$ cat src/rtl/lt24_pixel_writer.sv
// lt24_pixel_writer: pixel handshake to LT24 8080 write bus, re-addressing only on raster breaks.
// Define LT24_PIXEL_WRITER_FORCE_ADDR_EN to send the full address sequence for every pixel.
module lt24_pixel_writer #(
    parameter int WIDTH          = 240,
    parameter int HEIGHT         = 320,
    parameter int WR_LOW_CYCLES  = 2,
    parameter int WR_HIGH_CYCLES = 1
) (
    input  logic        clock,
    input  logic        globalReset,
    input  logic [7:0]  xAddr,
    input  logic [8:0]  yAddr,
    input  logic [15:0] pixelData,
    input  logic        pixelWrite,
    output logic        pixelReady,
    output logic        LT24_CSn,
    output logic        LT24_RS,
    output logic        LT24_WRn,
    output logic [15:0] LT24_D
);
    localparam logic [1:0]  IDLE = 2'd0, WRLO = 2'd1, WRHI = 2'd2;
    localparam logic [15:0] END_C = 16'(WIDTH - 1);
    localparam logic [15:0] END_R = 16'(HEIGHT - 1);
    logic [1:0]  state;
    logic [3:0]  idx, start_idx;
    logic [7:0]  cnt;
    logic [7:0]  x_q, win_x0, nxt_x, wx;
    logic [8:0]  y_q, win_y0, nxt_y, wy;
    logic [15:0] pix_q;
    logic        stream_valid, in_range, hit, wrap_x, wrap_y, lo_done, hi_done, last;
    logic [16:0] first_w, next_w;

    // Returns {rs, data}; index 11 is the pixel word, so a short sequence simply starts there.
    function automatic logic [16:0] word_of(input logic [3:0] i, input logic [7:0] x,
                                            input logic [8:0] y, input logic [15:0] p);
        case (i)
            4'd0:    word_of = {1'b0, 16'h002A};
            4'd1:    word_of = {1'b1, 16'h0000};
            4'd2:    word_of = {1'b1, 8'h00, x};
            4'd3:    word_of = {1'b1, 8'h00, END_C[15:8]};
            4'd4:    word_of = {1'b1, 8'h00, END_C[7:0]};
            4'd5:    word_of = {1'b0, 16'h002B};
            4'd6:    word_of = {1'b1, 15'h0000, y[8]};
            4'd7:    word_of = {1'b1, 8'h00, y[7:0]};
            4'd8:    word_of = {1'b1, 8'h00, END_R[15:8]};
            4'd9:    word_of = {1'b1, 8'h00, END_R[7:0]};
            4'd10:   word_of = {1'b0, 16'h002C};
            default: word_of = {1'b1, p};
        endcase
    endfunction

    always_comb begin
        in_range  = int'(xAddr) < WIDTH && int'(yAddr) < HEIGHT;
`ifdef LT24_PIXEL_WRITER_FORCE_ADDR_EN
        hit       = 1'b0;
`else
        hit       = stream_valid && xAddr == nxt_x && yAddr == nxt_y;
`endif
        start_idx = hit ? 4'd11 : 4'd0;
        wx        = hit ? win_x0 : xAddr;
        wy        = hit ? win_y0 : yAddr;
        wrap_x    = int'(xAddr) >= WIDTH - 1;
        wrap_y    = int'(yAddr) >= HEIGHT - 1;
        first_w   = word_of(start_idx, xAddr, yAddr, pixelData);
        next_w    = word_of(idx + 4'd1, x_q, y_q, pix_q);
        lo_done   = cnt == 8'(WR_LOW_CYCLES - 1);
        hi_done   = cnt == 8'(WR_HIGH_CYCLES - 1);
        last      = idx == 4'd11;
    end

    always_ff @(posedge clock or negedge globalReset) begin
        if (!globalReset) begin
            state        <= IDLE;
            idx          <= '0;
            cnt          <= '0;
            x_q          <= '0;
            y_q          <= '0;
            pix_q        <= '0;
            win_x0       <= '0;
            win_y0       <= '0;
            nxt_x        <= '0;
            nxt_y        <= '0;
            stream_valid <= 1'b0;
            pixelReady   <= 1'b0;
            LT24_CSn     <= 1'b1;
            LT24_WRn     <= 1'b1;
            LT24_RS      <= 1'b1;
            LT24_D       <= '0;
        end else begin
            case (state)
                IDLE: begin
                    if (!pixelReady) begin
                        pixelReady <= 1'b1;
                    end else if (pixelWrite) begin
                        pixelReady <= 1'b0;
                        if (in_range) begin
                            x_q                <= xAddr;
                            y_q                <= yAddr;
                            pix_q              <= pixelData;
                            win_x0             <= wx;
                            win_y0             <= wy;
                            stream_valid       <= 1'b1;
                            nxt_x              <= wrap_x ? wx : xAddr + 8'd1;
                            nxt_y              <= !wrap_x ? yAddr : wrap_y ? wy : yAddr + 9'd1;
                            idx                <= start_idx;
                            cnt                <= '0;
                            state              <= WRLO;
                            LT24_CSn           <= 1'b0;
                            LT24_WRn           <= 1'b0;
                            {LT24_RS, LT24_D}  <= first_w;
                        end else begin
                            stream_valid <= 1'b0;
                        end
                    end
                end
                WRLO: begin
                    cnt <= lo_done ? 8'd0 : cnt + 8'd1;
                    if (lo_done) begin
                        LT24_WRn <= 1'b1;
                        state    <= WRHI;
                    end
                end
                WRHI: begin
                    cnt <= hi_done ? 8'd0 : cnt + 8'd1;
                    if (hi_done && last) begin
                        state      <= IDLE;
                        LT24_CSn   <= 1'b1;
                        pixelReady <= 1'b1;
                    end else if (hi_done) begin
                        idx               <= idx + 4'd1;
                        state             <= WRLO;
                        LT24_WRn          <= 1'b0;
                        {LT24_RS, LT24_D} <= next_w;
                    end
                end
                default: state <= IDLE;
            endcase
        end
    end
endmodule

$ cat config.mk
export PLATFORM = sky130hd
export DESIGN_NAME = lt24_pixel_writer
export DESIGN_NICKNAME = d
export VERILOG_FILES = /design/src/rtl/lt24_pixel_writer.sv
export SDC_FILE = /design/constraint.sdc
export NUM_CORES = 1
export LEC_CHECK = 0
export ABC_AREA = 1
export CAP_MARGIN = 20
export CORE_MARGIN = 1.5
export CORE_UTILIZATION = 27
export DETAILED_ROUTE_END_ITERATION = 6
export HOLD_SLACK_MARGIN = 0.15
export PLACE_DENSITY = 0.45
export SLEW_MARGIN = 20
export SYNTH_ARGS = -nofsm -noshare
export SYNTH_HDL_FRONTEND = slang
export SYNTH_SLANG_ARGS = --single-unit
$ cat constraint.sdc
create_clock -name clock -period 2 [get_ports clock]
set_input_delay 0.4 -clock clock [delete_from_list [all_inputs] [get_ports clock]]
set_output_delay 0.4 -clock clock [all_outputs]
set_load 0.005 [all_outputs]
==> impl_metrics.tcl, run 1 <==
set metrics [dict create \
    status "finished, violations left" \
    violations "design-rule violations" \
    core_um2 22000 \
    fillers 2337 \
    timing.final.hold_violations 0 \
    first_iter_violations 297 \
    met3_length_um 664 \
    antenna_found_initial 0 \
    fin_crit_sh_pct 94.5 \
    final_layout_size_suffix_gt1_share_pct 18.0 \
    ys_ff_latch 102 \
    period_needed_ns 1.89 \
    synth_commonest_cells "nand2_1 (295), inv_1 (107), dfrtp_1 (99)" \
    grt_pass1_wl_mm 30.7 \
    cp.required_ns 2.29 \
    dp.cells 1282 \
    p_per_area_nw_per_um2 1310 \
    cts-buffers-inserted 9 \
    route.detailed.drc 7 \
    synth_most_common_cell "nand2_1" \
    wl_per_cell_um 13.8 \
    grt_pass1_vias 5849 \
    critPathMaxStageDelay_ns 0.45 \
    pwr-share-clk_pct 17.1 \
    cts_num_sinks 102 \
    relSlewSlack_pct 71.2 \
    seqPwrFrac_pct 32.8 \
    h-tree-depth 3 \
    syn_inst 872 \
    drv_cap 0 \
    critical_path_arrival_ns 2.18 \
    synth_edf_count 0 \
    clk-insertion-delay-late_ns 0.37 \
    io_buffers 55 \
    grt_max_degree 41 \
    drv_slew 0 \
    holdWs_ns 0.375 \
    start_kind "flop" \
    cts_root_buffer "clkbuf_16" \
    async_reset_ff_share_pct 100 \
    hp-class "in2reg" \
    cp_cell_sequence "buf_4 -> ha_1 -> or2_4 -> nand3_4 -> nand3_4 -> nor2_8 -> buf_6 -> nand3_1 -> nand2_1 -> nand2_1 -> a21oi_1" \
    wl_met1_mm 8.99 \
    synth_top_area_share_pct 40.7 \
    die_area_um2 23500 \
    vias 5766 \
    worst_clock_skew_ns 0.0101 \
    muxShareOfSynthArea_pct 0 \
    hpwlAfterDp_mm 13.7 \
    post_synth.cell_area_avg_um2 6.98 \
    endpoint_kind "flop" \
    syn_area_um2 6090 \
    wl_met2_mm 8.07 \
    finalInstanceArea_um2 8170 \
    utilization_pct 37.2 \
    start_util_pct 27.7 \
    die_h_um 153 \
    n_antenna_cell 0 \
    fmax_ghz 0.529 \
    p_leak_nw 4.29 \
    grtUsageTotal_pct 16.5 \
    dr.pass1.iters 6 \
    synth_warnings 0 \
    synth_top_family_by_area "simple AND/OR/NAND/NOR gates" \
    synthTopCellsByArea "dfrtp_1 (41%), nand2_1 (18%), inv_1 (6.6%)" \
    yosys.area_share.simple_pct 32.6 \
    finalWeightedCongestion 0.861 \
    synth_compound_area_share_pct 11.2 \
    switching_power_w 0.00461 \
    tightest_slew_ns 0.432 \
    drtAntennaViolNets 0 \
    power_w 0.0107 \
    rsz0062_at_grt "no" \
    routed.top_layer "met4" \
    cts_buffer_depth 2 \
    overflow 0 \
    area_delta_synth_final_pct 34.2 \
    ir_drop_mv 0.473 \
    synth-xor-area-share_pct 1.73 \
    worstSetupPathType "reg2reg" \
    swShare_pct 43.2 \
    syn_nets 921 \
    p_int_w 0.00606 \
    die_w_um 153 \
    ys_types 34 \
    fin_nets 1065 \
    rows 54 \
    cts_tree "done" \
    cp_max_fo 8 \
    combPwrFrac_pct 50.1 \
    yosysSeqAreaShare_pct 42.0 \
    fin_cells 1301 \
    place_area_um2 7670 \
    vias_per_cell 4.43 \
    ios 56 \
    wirelength_mm 18.0 \
    ys.flop_type "dfrtp_1" \
    synth_fa_ha_area_share_pct 2.67 \
    synth_top_cell_by_area "dfrtp_1" \
    path_clk_slew_ns 0.08 \
    slowest_stage "dfrtp_2" \
    setup_viol 0 \
]
[registers in the layout, summed over array words and instances, names as in the netlist, 2 cells and up]
| register | flops |
|---|---|
| state | 2 |
| idx | 4 |
| win_y0 | 9 |
| y_q | 9 |
| nxt_x | 8 |
| x_q | 8 |
| cnt | 8 |
| nxt_y | 9 |
| pix_q | 16 |
| LT24_D | 16 |
| win_x0 | 8 |
[worst paths after layout]
check,start,slack [ns],cells past startpoint,endpoint
setup / recovery,idx[0]$_DFFE_PN0P_,0.11,11,LT24_D[0]$_DFFE_PN0P_
hold / removal,xAddr[7],0.38,3,win_x0[7]$_DFFE_PN0P_
setup reg to reg,idx[0]$_DFFE_PN0P_,0.11,11,LT24_D[0]$_DFFE_PN0P_
hold reg to reg,LT24_D[13]$_DFFE_PN0P_,0.48,2,LT24_D[13]$_DFFE_PN0P_
max in group asynchronous,globalReset,0.90,3,win_y0[4]$_DFFE_PN0P_
min in group asynchronous,globalReset,0.52,2,cnt[5]$_DFFE_PN0P_
[power groups by stage]
stage	combinational, W	clock (W)	sequential, W
final	0.00535	0.00183	0.00350
after global routing	0.00613	0.00198	0.00363
after CTS	0.00514	0.00190	0.00350
after detailed placement	0.00507	0	0.00352
after global placement	0.00505	0	0.00352
after floorplan	0.00325	0	0.00339
[through the flow]
step / setup TNS [ns] / worst slack [ns]
2_1_floorplan: 0 / 0.139
3_3_place_gp: -21.43 / -0.385
3_5_place_dp: -23.35 / -0.409
4_1_cts: 0 / 0.0127
5_1_grt: 0 / 0.00587
6_report: 0 / 0.109
[worst max-delay path: cells and delay by family, from the launching register on]
| family | cells | cell delay, ns |
|---|---|---|
| AND/OR/NAND/NOR | 7 | 0.74 |
| flip-flops | 1 | 0.45 |
| AO/OA/AOI/OAI | 1 | 0.14 |
| adder cells (fa/ha/maj) | 1 | 0.20 |
| buffers and inverters | 2 | 0.29 |
[final cells by class]
class                           count  area [um2]  area share (%)
Multi-Input combinational cell    624        3060            37.4
Sequential cell                   102        2560            31.3
Timing Repair Buffer              159        1450            17.7
Inverter                          120         455            5.58
Tap cell                          280         350            4.29
Clock buffer                        9         225            2.76
Clock inverter                      7        76.3           0.934
[layout by cell type, fill, tap and decap left out, types with 12 or more instances in the layout]
| cell | instances |
|---|---|
| a21oi_1 | 40 |
| buf_4 | 97 |
| clkdlybuf4s50_1 | 38 |
| dfrtp_1 | 97 |
| dlymetal6s2s_1 | 15 |
| inv_1 | 105 |
| inv_2 | 12 |
| nand2_1 | 291 |
| nand3_1 | 41 |
| nand4_1 | 16 |
| nor2_1 | 77 |
| o21ai_0 | 46 |
| o21ai_1 | 38 |
[layer usage]
metal  track usage (%)  vias to the layer above
met3              2.86                       17
met1              22.8                     2624
met5                 0                        -
met2              26.4                      102
li1                  -                     3023
met4              4.58                        0
[what timing repair did]
action,in CTS,in global routing
pin swaps,0,9
resized for setup,7,52
endpoints found under the setup margin,12,58
hold buffers,1,0
buffers inserted,0,2
endpoints found under the hold margin,23,0
[kinds of logic after synthesis]
kind of cell,Yosys count
simple gates,466
buf+inv,146
compound gates,133
flops,102
fa+ha+maj,13
xor+xnor,12
No activity file was read; power rests on OpenSTA's default activity.
==> run 2, diff against run 1 <==
Settings changed: SKIP_CTS_REPAIR_TIMING from default to 1.
==> run 2 against run 1 <==
The flow still finishes with violations (design-rule violations). Non-clock buffer count is the same. Clock skew shrank 0.00082 ns. Sequential power is essentially flat. Maximum frequency is essentially flat. Final cell count is the same. Die area is the same. Setup slack is essentially flat. Critical path depth is the same. Largest cell class unchanged. Largest power group unchanged. Highest routed layer unchanged. Via count is essentially flat. First-iteration DRC count grew 2.0%.
==> impl_metrics.tcl, run 2 (same netlist as run 1, synthesis figures left out) <==
set metrics [dict create \
    status "finished, violations left" \
    violations "design-rule violations" \
    ir_drop_mv 0.466 \
    layout_commonest_cell "nand2_1" \
    start_util_pct 27.7 \
    multiInputGateArea_um2 3050 \
    timing.final.hold_violations 0 \
    r2r_end "LT24_D[0]$_DFFE_PN0P_" \
    regArea_um2 2560 \
    wl_per_cell_um 13.9 \
    vias 5768 \
    ios 56 \
    fmax_ghz 0.529 \
    drv_slew 0 \
    clk-insertion-delay-late_ns 0.37 \
    grt_pass1_vias 5843 \
    cts_root_buffer "clkbuf_16" \
    endpoint_kind "flop" \
    rsz0062_at_grt "no" \
    grtUsageTotal_pct 16.5 \
    grt_pass1_wl_mm 30.7 \
    critical_path_arrival_ns 2.18 \
    cts_tree "done" \
    setup_viol 0 \
    die_h_um 153 \
    die_area_um2 23500 \
    reg2reg_from "idx[0]$_DFFE_PN0P_" \
    antenna_found_initial 0 \
    relSlewSlack_pct 71.2 \
    r2r_cells 11 \
    drv_cap 0 \
    rows 54 \
    cts_num_sinks 102 \
    hpwlAfterDp_mm 13.7 \
    io_buffers 55 \
    cp_max_fo 8 \
    worstSetupPathType "reg2reg" \
    n_antenna_cell 0 \
    core_um2 22000 \
    cp.required_ns 2.29 \
    finalWeightedCongestion 0.861 \
    power_w 0.0107 \
    hold_depth 3 \
    first_iter_violations 303 \
    cts-buffers-inserted 9 \
    die_w_um 153 \
    holdWs_ns 0.375 \
    final_layout_size_suffix_gt1_share_pct 17.7 \
    hp-class "in2reg" \
    hold_path_end "win_x0[7]$_DFFE_PN0P_" \
    wirelength_mm 18.0 \
    area_delta_synth_final_pct 34.2 \
    grt_max_degree 41 \
    p_per_area_nw_per_um2 1310 \
    drtAntennaViolNets 0 \
    overflow 0 \
    h-tree-depth 3 \
    largestRegisters "LT24_D (16), pix_q (16)" \
    route.detailed.drc 7 \
    period_needed_ns 1.89 \
    ff2ff_setup_slack_ns 0.11 \
    final_cell_mix "nand2_1 (292), inv_1 (105), dfrtp_1 (97), buf_4 (97), nor2_1 (78)" \
    fin_nets 1065 \
    worst_clock_skew_ns 0.00925 \
    vias_per_cell 4.43 \
    hp-start "xAddr[7]" \
    p_leak_nw 4.30 \
    cts_buffer_depth 2 \
    fillers 2341 \
    start_kind "flop" \
    dr.pass1.iters 7 \
    tightest_slew_ns 0.432 \
    path_clk_slew_ns 0.08 \
    fin_crit_sh_pct 94.5 \
]
-- run 2: changes by cell type in the layout (fill, tap and decap cells not counted), sizes merged --
cell / delta
clkdlybuf4s50: -1
dlygate4sd2: -1
dlymetal6s2s: +2
-- run 2: layout make-up --
| type | count | area share, % |
|---|---|---|
| clock buffers | 9 | 2.76 |
| clock inverters | 7 | 0.934 |
| inverters | 120 | 5.57 |
| multi-input cells | 624 | 37.4 |
| flip-flops and latches | 102 | 31.3 |
| well taps | 280 | 4.29 |
| repair buffers | 159 | 17.8 |
-- run 2: routing by layer --
metal / wire (um) / up-vias / global-route usage (%)
met1: 8980 / 2620 / 22.8
met3: 723 / 18 / 2.86
met4: 269 / 0 / 4.58
li1: - / 3021 / -
met2: 8060 / 109 / 26.4
met5: 0 / - / 0
-- run 2: power by group --
part           switching, W  internal [W]
Combinational       0.00314       0.00221
Clock              0.000940      0.000886
Sequential         0.000539       0.00296
Total               0.00462       0.00606
-- run 2: worst max-delay path by stage --
stage / start / slack [ns] / cells past startpoint / endpoint
after global placement: yAddr[6] / -0.38 / 10 / LT24_D[1]$_DFFE_PN0P_
final: idx[0]$_DFFE_PN0P_ / 0.11 / 11 / LT24_D[0]$_DFFE_PN0P_
after global routing: nxt_x[4]$_DFFE_PN0P_ / 0.004 / 13 / LT24_D[8]$_DFFE_PN0P_
after floorplan: idx[0]$_DFFE_PN0P_ / 0.14 / 12 / LT24_D[3]$_DFFE_PN0P_
after detailed placement: yAddr[0] / -0.41 / 12 / nxt_y[4]$_DFFE_PN0P_
after CTS: state[1]$_DFFE_PN0P_ / -0.06 / 11 / nxt_y[7]$_DFFE_PN0P_
-- run 2: worst max-delay path, cell delays in order, from the launching register on --
cell,delay (ns)
dfrtp_2,0.45
buf_4,0.15
ha_1,0.20
or2_4,0.26
nand3_4,0.10
nand3_4,0.10
nor2_8,0.11
buf_6,0.14
nand3_1,0.06
nand2_1,0.06
nand2_1,0.05
a21oi_1,0.14
-- run 2: through the flow --
step / TNS (ns) / cell area, um2 / worst slack, ns / std cells / utilization [%]
after CTS: -0.303 / 7970 / -0.0588 / 1298 / 36.3
after global placement: -21.43 / 7670 / -0.385 / 1282 / 34.9
after global routing: 0 / 8170 / 0.00366 / 1301 / 37.2
final: 0 / 8170 / 0.109 / 1301 / 37.2
after floorplan: 0 / 6090 / 0.139 / 872 / -
after detailed placement: -23.35 / 7670 / -0.409 / 1282 / 34.9
